## src/rtl/byte_collector_8_64.sv

```systemverilog
// byte_collector_8_64: packs a strobed byte stream little-endian into 64-bit words buffered in a FWFT FIFO.
module byte_collector_8_64 #(
  parameter int DEPTH = 4
) (
  input  logic        clk,
  input  logic        reset,
  input  logic        ready_in,
  output logic        req_data,
  input  logic        strobe_in,
  input  logic [7:0]  data_in,
  input  logic        data_end_in,
  output logic        out_valid,
  input  logic        out_rd,
  output logic [63:0] data_out,
  output logic [3:0]  byte_cnt,
  output logic        frame_end,
  output logic        overflow
);
  localparam int AW = $clog2(DEPTH);
  logic [2:0]    idx_q;
  logic [63:0]   word_q, word_d;
  logic [68:0]   mem_q [DEPTH];
  logic [AW-1:0] wr_q, rd_q;
  logic [AW:0]   cnt_q;
  logic          done, full, pop, wr_en;
  always_comb begin
    word_d = word_q;
    word_d[{idx_q, 3'b000} +: 8] = data_in;
  end
  assign done  = strobe_in && (idx_q == 3'd7 || data_end_in);
  assign full  = cnt_q == (AW+1)'(DEPTH);
  assign pop   = out_rd && cnt_q != '0;
  assign wr_en = done && (!full || pop);
  assign out_valid = cnt_q != '0;
  assign {frame_end, byte_cnt, data_out} = out_valid ? mem_q[rd_q] : '0;
  // The shadow word is cleared on every completion, so unused upper lanes are already zero.
  always_ff @(posedge clk or posedge reset) begin
    if (reset) begin
      idx_q    <= '0;
      word_q   <= '0;
      wr_q     <= '0;
      rd_q     <= '0;
      cnt_q    <= '0;
      req_data <= 1'b0;
      overflow <= 1'b0;
    end else begin
      if (strobe_in) begin
        idx_q  <= done ? 3'd0 : idx_q + 3'd1;
        word_q <= done ? '0 : word_d;
      end
      if (wr_en) wr_q <= wr_q + 1'b1;
      if (pop) rd_q <= rd_q + 1'b1;
      cnt_q    <= cnt_q + (AW+1)'(wr_en) - (AW+1)'(pop);
      if (done && full && !pop) overflow <= 1'b1;
      req_data <= ready_in && cnt_q <= (AW+1)'(DEPTH - 2);
    end
  end
  always_ff @(posedge clk) if (wr_en) mem_q[wr_q] <= {data_end_in, {1'b0, idx_q} + 4'd1, word_d};
endmodule

```

## config.mk

```make
export PLATFORM = sky130hd
export DESIGN_NAME = byte_collector_8_64
export DESIGN_NICKNAME = d
export VERILOG_FILES = /design/src/rtl/byte_collector_8_64.sv
export SDC_FILE = /design/constraint.sdc
export NUM_CORES = 1
export LEC_CHECK = 0
export ABC_AREA = 1
export CAP_MARGIN = 10
export CELL_PAD_IN_SITES_DETAIL_PLACEMENT = 0
export CELL_PAD_IN_SITES_GLOBAL_PLACEMENT = 1
export CORE_ASPECT_RATIO = 1.25
export CORE_MARGIN = 2
export CORE_UTILIZATION = 48
export CTS_CLUSTER_DIAMETER = 100
export DETAILED_ROUTE_END_ITERATION = 10
export GPL_TIMING_DRIVEN = 0
export PLACE_DENSITY_LB_ADDON = 0.1
export RECOVER_POWER = 100
export SYNTH_ARGS = -nofsm -noshare
export SYNTH_HDL_FRONTEND = slang
export SYNTH_SLANG_ARGS = --single-unit
```

## constraint.sdc

```tcl
create_clock -name clk -period 4.8 [get_ports clk]
set_input_delay 0.96 -clock clk [delete_from_list [all_inputs] [get_ports clk]]
set_output_delay 0.96 -clock clk [all_outputs]
set_load 0.02 [all_outputs]
```

== Word-level counts from Yosys, hierarchy flattened ==
Memory sizes are Yosys's and may differ from the RTL's.
Cells that the tools add are included.

* Register bits after elaboration: 76
* Bits in latches: 0
* Bits in writable memories: 276
* Bits in read-only memories: 0
* Bits of input ports: 14
* Output and inout bits: 72
* Word-level logic and storage cells: 37
* Memories: 1

{| class="wikitable"
|+ Memory list
! name !! depth !! bits a word !! rd ports !! clocked after memory_dff !! wr ports !! line !! RTL
|-
| mem_q || 4 || 69 || 1 || 0 || 1 || 22 || <nowiki>logic [68:0] mem_q [DEPTH];</nowiki>
|}

* Add/sub/neg operators: 7
* $mul: 0
* Divide/modulo/power cells: 0
* Order comparisons: 1
* Equal/unequal tests: 2
* Shift-type cells: 2
* Mux-type cells: 6
* Bitwise gates (word level): 0
* Reductions and logical operators: 11

{| class="wikitable"
|+ Operator list
! cell !! count
|-
| 69-bit 2-to-1 mux || 1
|-
| 64-bit bitwise mux || 1
|-
| 64-bit 2-to-1 mux || 1
|-
| 8-bit by 8-bit variable shift with 64-bit output, first input constant || 1
|-
| 8-bit by 8-bit indexed part select with 64-bit output || 1
|-
| 6-bit negator with 8-bit output || 1
|-
| 3-bit equality test, second input constant || 2
|-
| 1-bit logical AND || 6
|-
| 2-bit by 1-bit adder with 2-bit output, second input constant || 2
|-
| 3-bit by 1-bit adder with 4-bit output, second input constant || 1
|-
| 3-bit by 1-bit adder with 3-bit output || 1
|-
| 3-bit by 1-bit adder with 3-bit output, second input constant || 1
|-
| 3-bit by 2-bit <= comparator with 1-bit output, second input constant || 1
|-
| 3-bit 2-to-1 mux || 1
|-
| 3-bit nonzero test || 1
|-
| 3-bit by 1-bit subtractor with 3-bit output || 1
|-
| 1-bit logical NOT || 2
|-
| 1-bit logical OR || 2
|-
| 1-bit 2-to-1 mux || 2
|}

== Logic depth before layout (Yosys ltp) ==
* Depth after elaboration: 6
* Depth in mapped cells: 10
* Gate-level depth less buffers: 10

== Worst setup path after synthesis ==
No wires, ideal clock.

* Path type: input to register
* From: in data_end_in
* To: mem mem_q[0][0], enable pin
* Setup time: 0.497 ns
* Data arrival time: 4.253 ns
* Data required time: 4.303 ns
* Slack: 0.050 ns
* Stages on the path: 4
* Buffers on the path: 0
* Path through: inv_1 a21oi_1 nand2_1 nor2_1

* Cells in the longest elaborated chain, start to end: 5

{| class="wikitable"
|+ Ends and longest elaborated chain
! element !! line !! RTL
|-
| start: declaration || 11 || <nowiki>input logic data_end_in,</nowiki>
|-
| 1-bit logical OR || 30 || <nowiki>assign done = strobe_in && (idx_q == 3'd7 || data_end_in);</nowiki>
|-
| 1-bit logical AND || 30 ||
|-
| 1-bit logical AND || 33 || <nowiki>assign wr_en = done && (!full || pop);</nowiki>
|-
| 1-bit 2-to-1 mux || 58 || <nowiki>always_ff @(posedge clk) if (wr_en) mem_q[wr_q] <= {data_end_in, {1'b0, idx_q} + 4'd1, word_d};</nowiki>
|-
| 1-bit 2-to-1 mux (not written as such) || 58 ||
|-
| end: declaration || 22 ||
|}

Every way passes these cells.

== Worst setup path in the final report ==
* From: in strobe_in
* To: mem mem_q[2][35], enable pin

* Cells in the longest elaborated chain, start to end: 4

{| class="wikitable"
|+ Ends and longest elaborated chain
! element !! line !! RTL
|-
| start: declaration || 9 || <nowiki>input logic strobe_in,</nowiki>
|-
| 1-bit logical AND || 30 ||
|-
| 1-bit logical AND || 33 ||
|-
| 1-bit 2-to-1 mux || 58 ||
|-
| 1-bit 2-to-1 mux (not written as such) || 58 ||
|}

Every way passes these cells.

==> run summary <==
RSZ-0062 raised after global routing -> false
Async SR Flop Fraction -> 21.6%
Setup ws final -> 0.584 ns
Hold Crit Class -> reg -> reg
Clk_lat worst skew -> 0.52 ns
Hold Buf Count CTS -> 0
H-tree levels -> 2
DIE HEIGHT -> 200 um
Remaining DRCs -> 0
Final-stage net count -> 1547
Share of cells above drive strength 1 -> 5.37%
Routability congestion estimate -> 0.743
CTS root buf -> clkbuf_16
Max clock buf depth -> 3
Fin crit share -> 87.8%
Post-cts resize count -> 0
Primary FF master, synth -> edfxtp_1
DP Area -> 16400 um2
I/O Pins -> 86
Die X -> 161 um
CORE AREA -> 30200 um2
DRT Pass-1 Iters -> 5
Ys Warns -> 0
Netlist cell types -> 29
Largest area contributor in the netlist -> edfxtp_1
Worst slack, placed -> 1.01 ns
DR vias/cell -> 5.31
Post-route cell area -> 17400 um2
Synth Cell Area -> 14800 um2
Initial DRC Count -> 812
Post-synth EDFFs -> 276
PwrDens -> 610 nW/um2
Postcts setup bufs -> 0
# setup viols final -> 0
Worst path required time -> 5.00 ns
CTS tree -> yes
Number of clock sinks -> 352
Hold_ws -> 0.468 ns
Max Clk Rate -> 237 MHz
CTS buffer count -> 35
Avg Cell Area, Syn -> 10.7 um2
Post-synthesis sequential area ratio -> 68.8%
Layout area overhead -> 17.3%
Setup tns final -> 0 ns
Syn Inst Count -> 1389
Fin. max-slew vios -> 137
VDD IR max -> 0.000386 V
Worst Skew -> 0.0130 ns
GR Overflow Total -> 0
Outcome -> complete, but fails checks
Critical setup path kind -> in -> reg
Synth area leaders -> edfxtp_1 (56%), dfrtp_1 (13%), nor2_1 (7.4%)
CP endpoint kind -> flip-flop
Row Count -> 71
MaxCap Viol Count -> 5
Slew @ Worst Pin -> 2.32 ns
CP startpoint kind -> input port
DRT Wirelength -> 37.4 mm
Worst-path maximum fanout -> 27
# fillers -> 2627
Antenna violations before repair -> 0
Final worst path period need -> 4.22 ns
Worst slew margin -> -55.3%
Violated checks -> max-capacitance violations, max-slew violations
Syn_nets -> 1416
Share of the synthesized area in the top cell type -> 56.0%
Reg2Reg Setup Slack -> 1.09 ns
Clock slew at reported path FFs -> 0.06 ns
WL/cell -> 19.2 um
Initial core utilization -> 49.0%
# diodes -> 0
Routed Antenna Nets -> 0
Register bit count reported by yosys -> 352
Vias -> 10300
Die area -> 32300 um2
First-pass GRT wire length -> 57.9 mm
Final hold violations -> 0
Vias in the first global route -> 10200
Post-detail-place hpwl -> 23.2 mm
CP arrival -> 4.42 ns
GR Util All Layers -> 23.3%
Static Leak -> 0.00674 uW
Largest net degree at the start of global routing -> 66
Input/output buffers -> 85
## per-layer routing
metal	GRT usage, %	vias up	wire, um
met5	0	-	0
met4	5.77	0	686
met3	2.96	56	2010
met2	39.6	315	18500
met1	32.1	5007	16100
li1	-	4952	-
## worst max-delay path, stage by stage
cell,delay [ns]
dlygate4sd3_1,0.68
inv_1,0.13
a21oi_1,0.27
nand2_1,0.27
nor2_1,1.77
buf_12,0.29
## cells in the final DEF, fill, tap and decap left out, types with 2 or more instances in the layout
| cell type | count |
|---|---|
| a21oi_1 | 71 |
| and2_0 | 32 |
| buf_1 | 2 |
| buf_12 | 8 |
| buf_2 | 19 |
| clkbuf_1 | 60 |
| clkbuf_16 | 37 |
| clkbuf_8 | 5 |
| clkdlybuf4s50_1 | 12 |
| clkinv_1 | 7 |
| clkinv_2 | 5 |
| dfrtp_1 | 76 |
| dlygate4sd3_1 | 73 |
| edfxtp_1 | 276 |
| ha_1 | 12 |
| inv_1 | 61 |
| inv_2 | 3 |
| nand2_1 | 235 |
| nand3_1 | 72 |
| nor2_1 | 294 |
| nor3_1 | 2 |
| o21ai_0 | 169 |
| o21ai_1 | 3 |
| xor2_1 | 2 |
## stage by stage
| stage | instances | util (%) | power [uW] |
|---|---|---|---|
| global route | 1947 | 57.5 | 11200 |
| detailed placement | 1884 | 54.2 | 8250 |
| CTS | 1947 | 57.9 | 10900 |
| floorplan | 1389 | - | 6360 |
| global placement | 1875 | 53.5 | 8200 |
| finish | 1947 | 57.5 | 10600 |
## area by class of cell
type                    count  area [um2]  share of cell area, %
plain buffers              73         298                   1.71
clock inverters            13        85.1                  0.490
repair buffers             94        1020                   5.85
multi-input cells         898        4000                   23.0
inverters                  66         249                   1.43
well taps                 401         502                   2.89
flip-flops and latches    352       10200                   58.7
clock buffers              50        1020                   5.90
## logic make-up after synthesis
family | after synthesis | synth area share [%]
adders and majority gates | 13 | 1.15
xor gates and xnor gates | 3 | 0.177
and+or+nand+nor | 636 | 17.7
AOI/OAI and AO/OA | 246 | 8.37
buffers and inverters | 139 | 3.80
DFF | 352 | 68.8
## state kept, by name, summed over array words and instances, names as in the netlist
register / count
idx_q: 3
mem_q: 276
req_data: 1
wr_q: 2
rd_q: 2
cnt_q: 3
word_q: 64
overflow: 1
## path summary, 6_finish.rpt
| check | startpoint | cells after the start | to |
|---|---|---|---|
| max | strobe_in | 6 | mem_q[2][35]$_DFFE_PP_ |
| min | overflow$_DFFE_PP0P_ | 1 | overflow$_DFFE_PP0P_ |
| max reg2reg | idx_q[0]$_DFFE_PP0P_ | 7 | mem_q[2][35]$_DFFE_PP_ |
| min reg2reg | overflow$_DFFE_PP0P_ | 1 | overflow$_DFFE_PP0P_ |
| max in group asynchronous | reset | 3 | word_q[28]$_DFFE_PP0P_ |
| min in group asynchronous | reset | 2 | req_data$_DFF_PP0_ |
## synth_stat cells, drive strengths merged, types with 2 or more instances
cell,count
a21oi,71
and2,32
buf,32
clkbuf,41
dfrtp,76
edfxtp,276
ha,12
inv,65
nand2,235
nand3,73
nor2,294
nor3,2
o21ai,172
xor2,2
## report_power, final
group	switching [uW]	internal (uW)
logic	2720	1410
clock network	1120	1540
registers	86.1	3720
total	3920	6670
(Power assumes the default switching activity.)
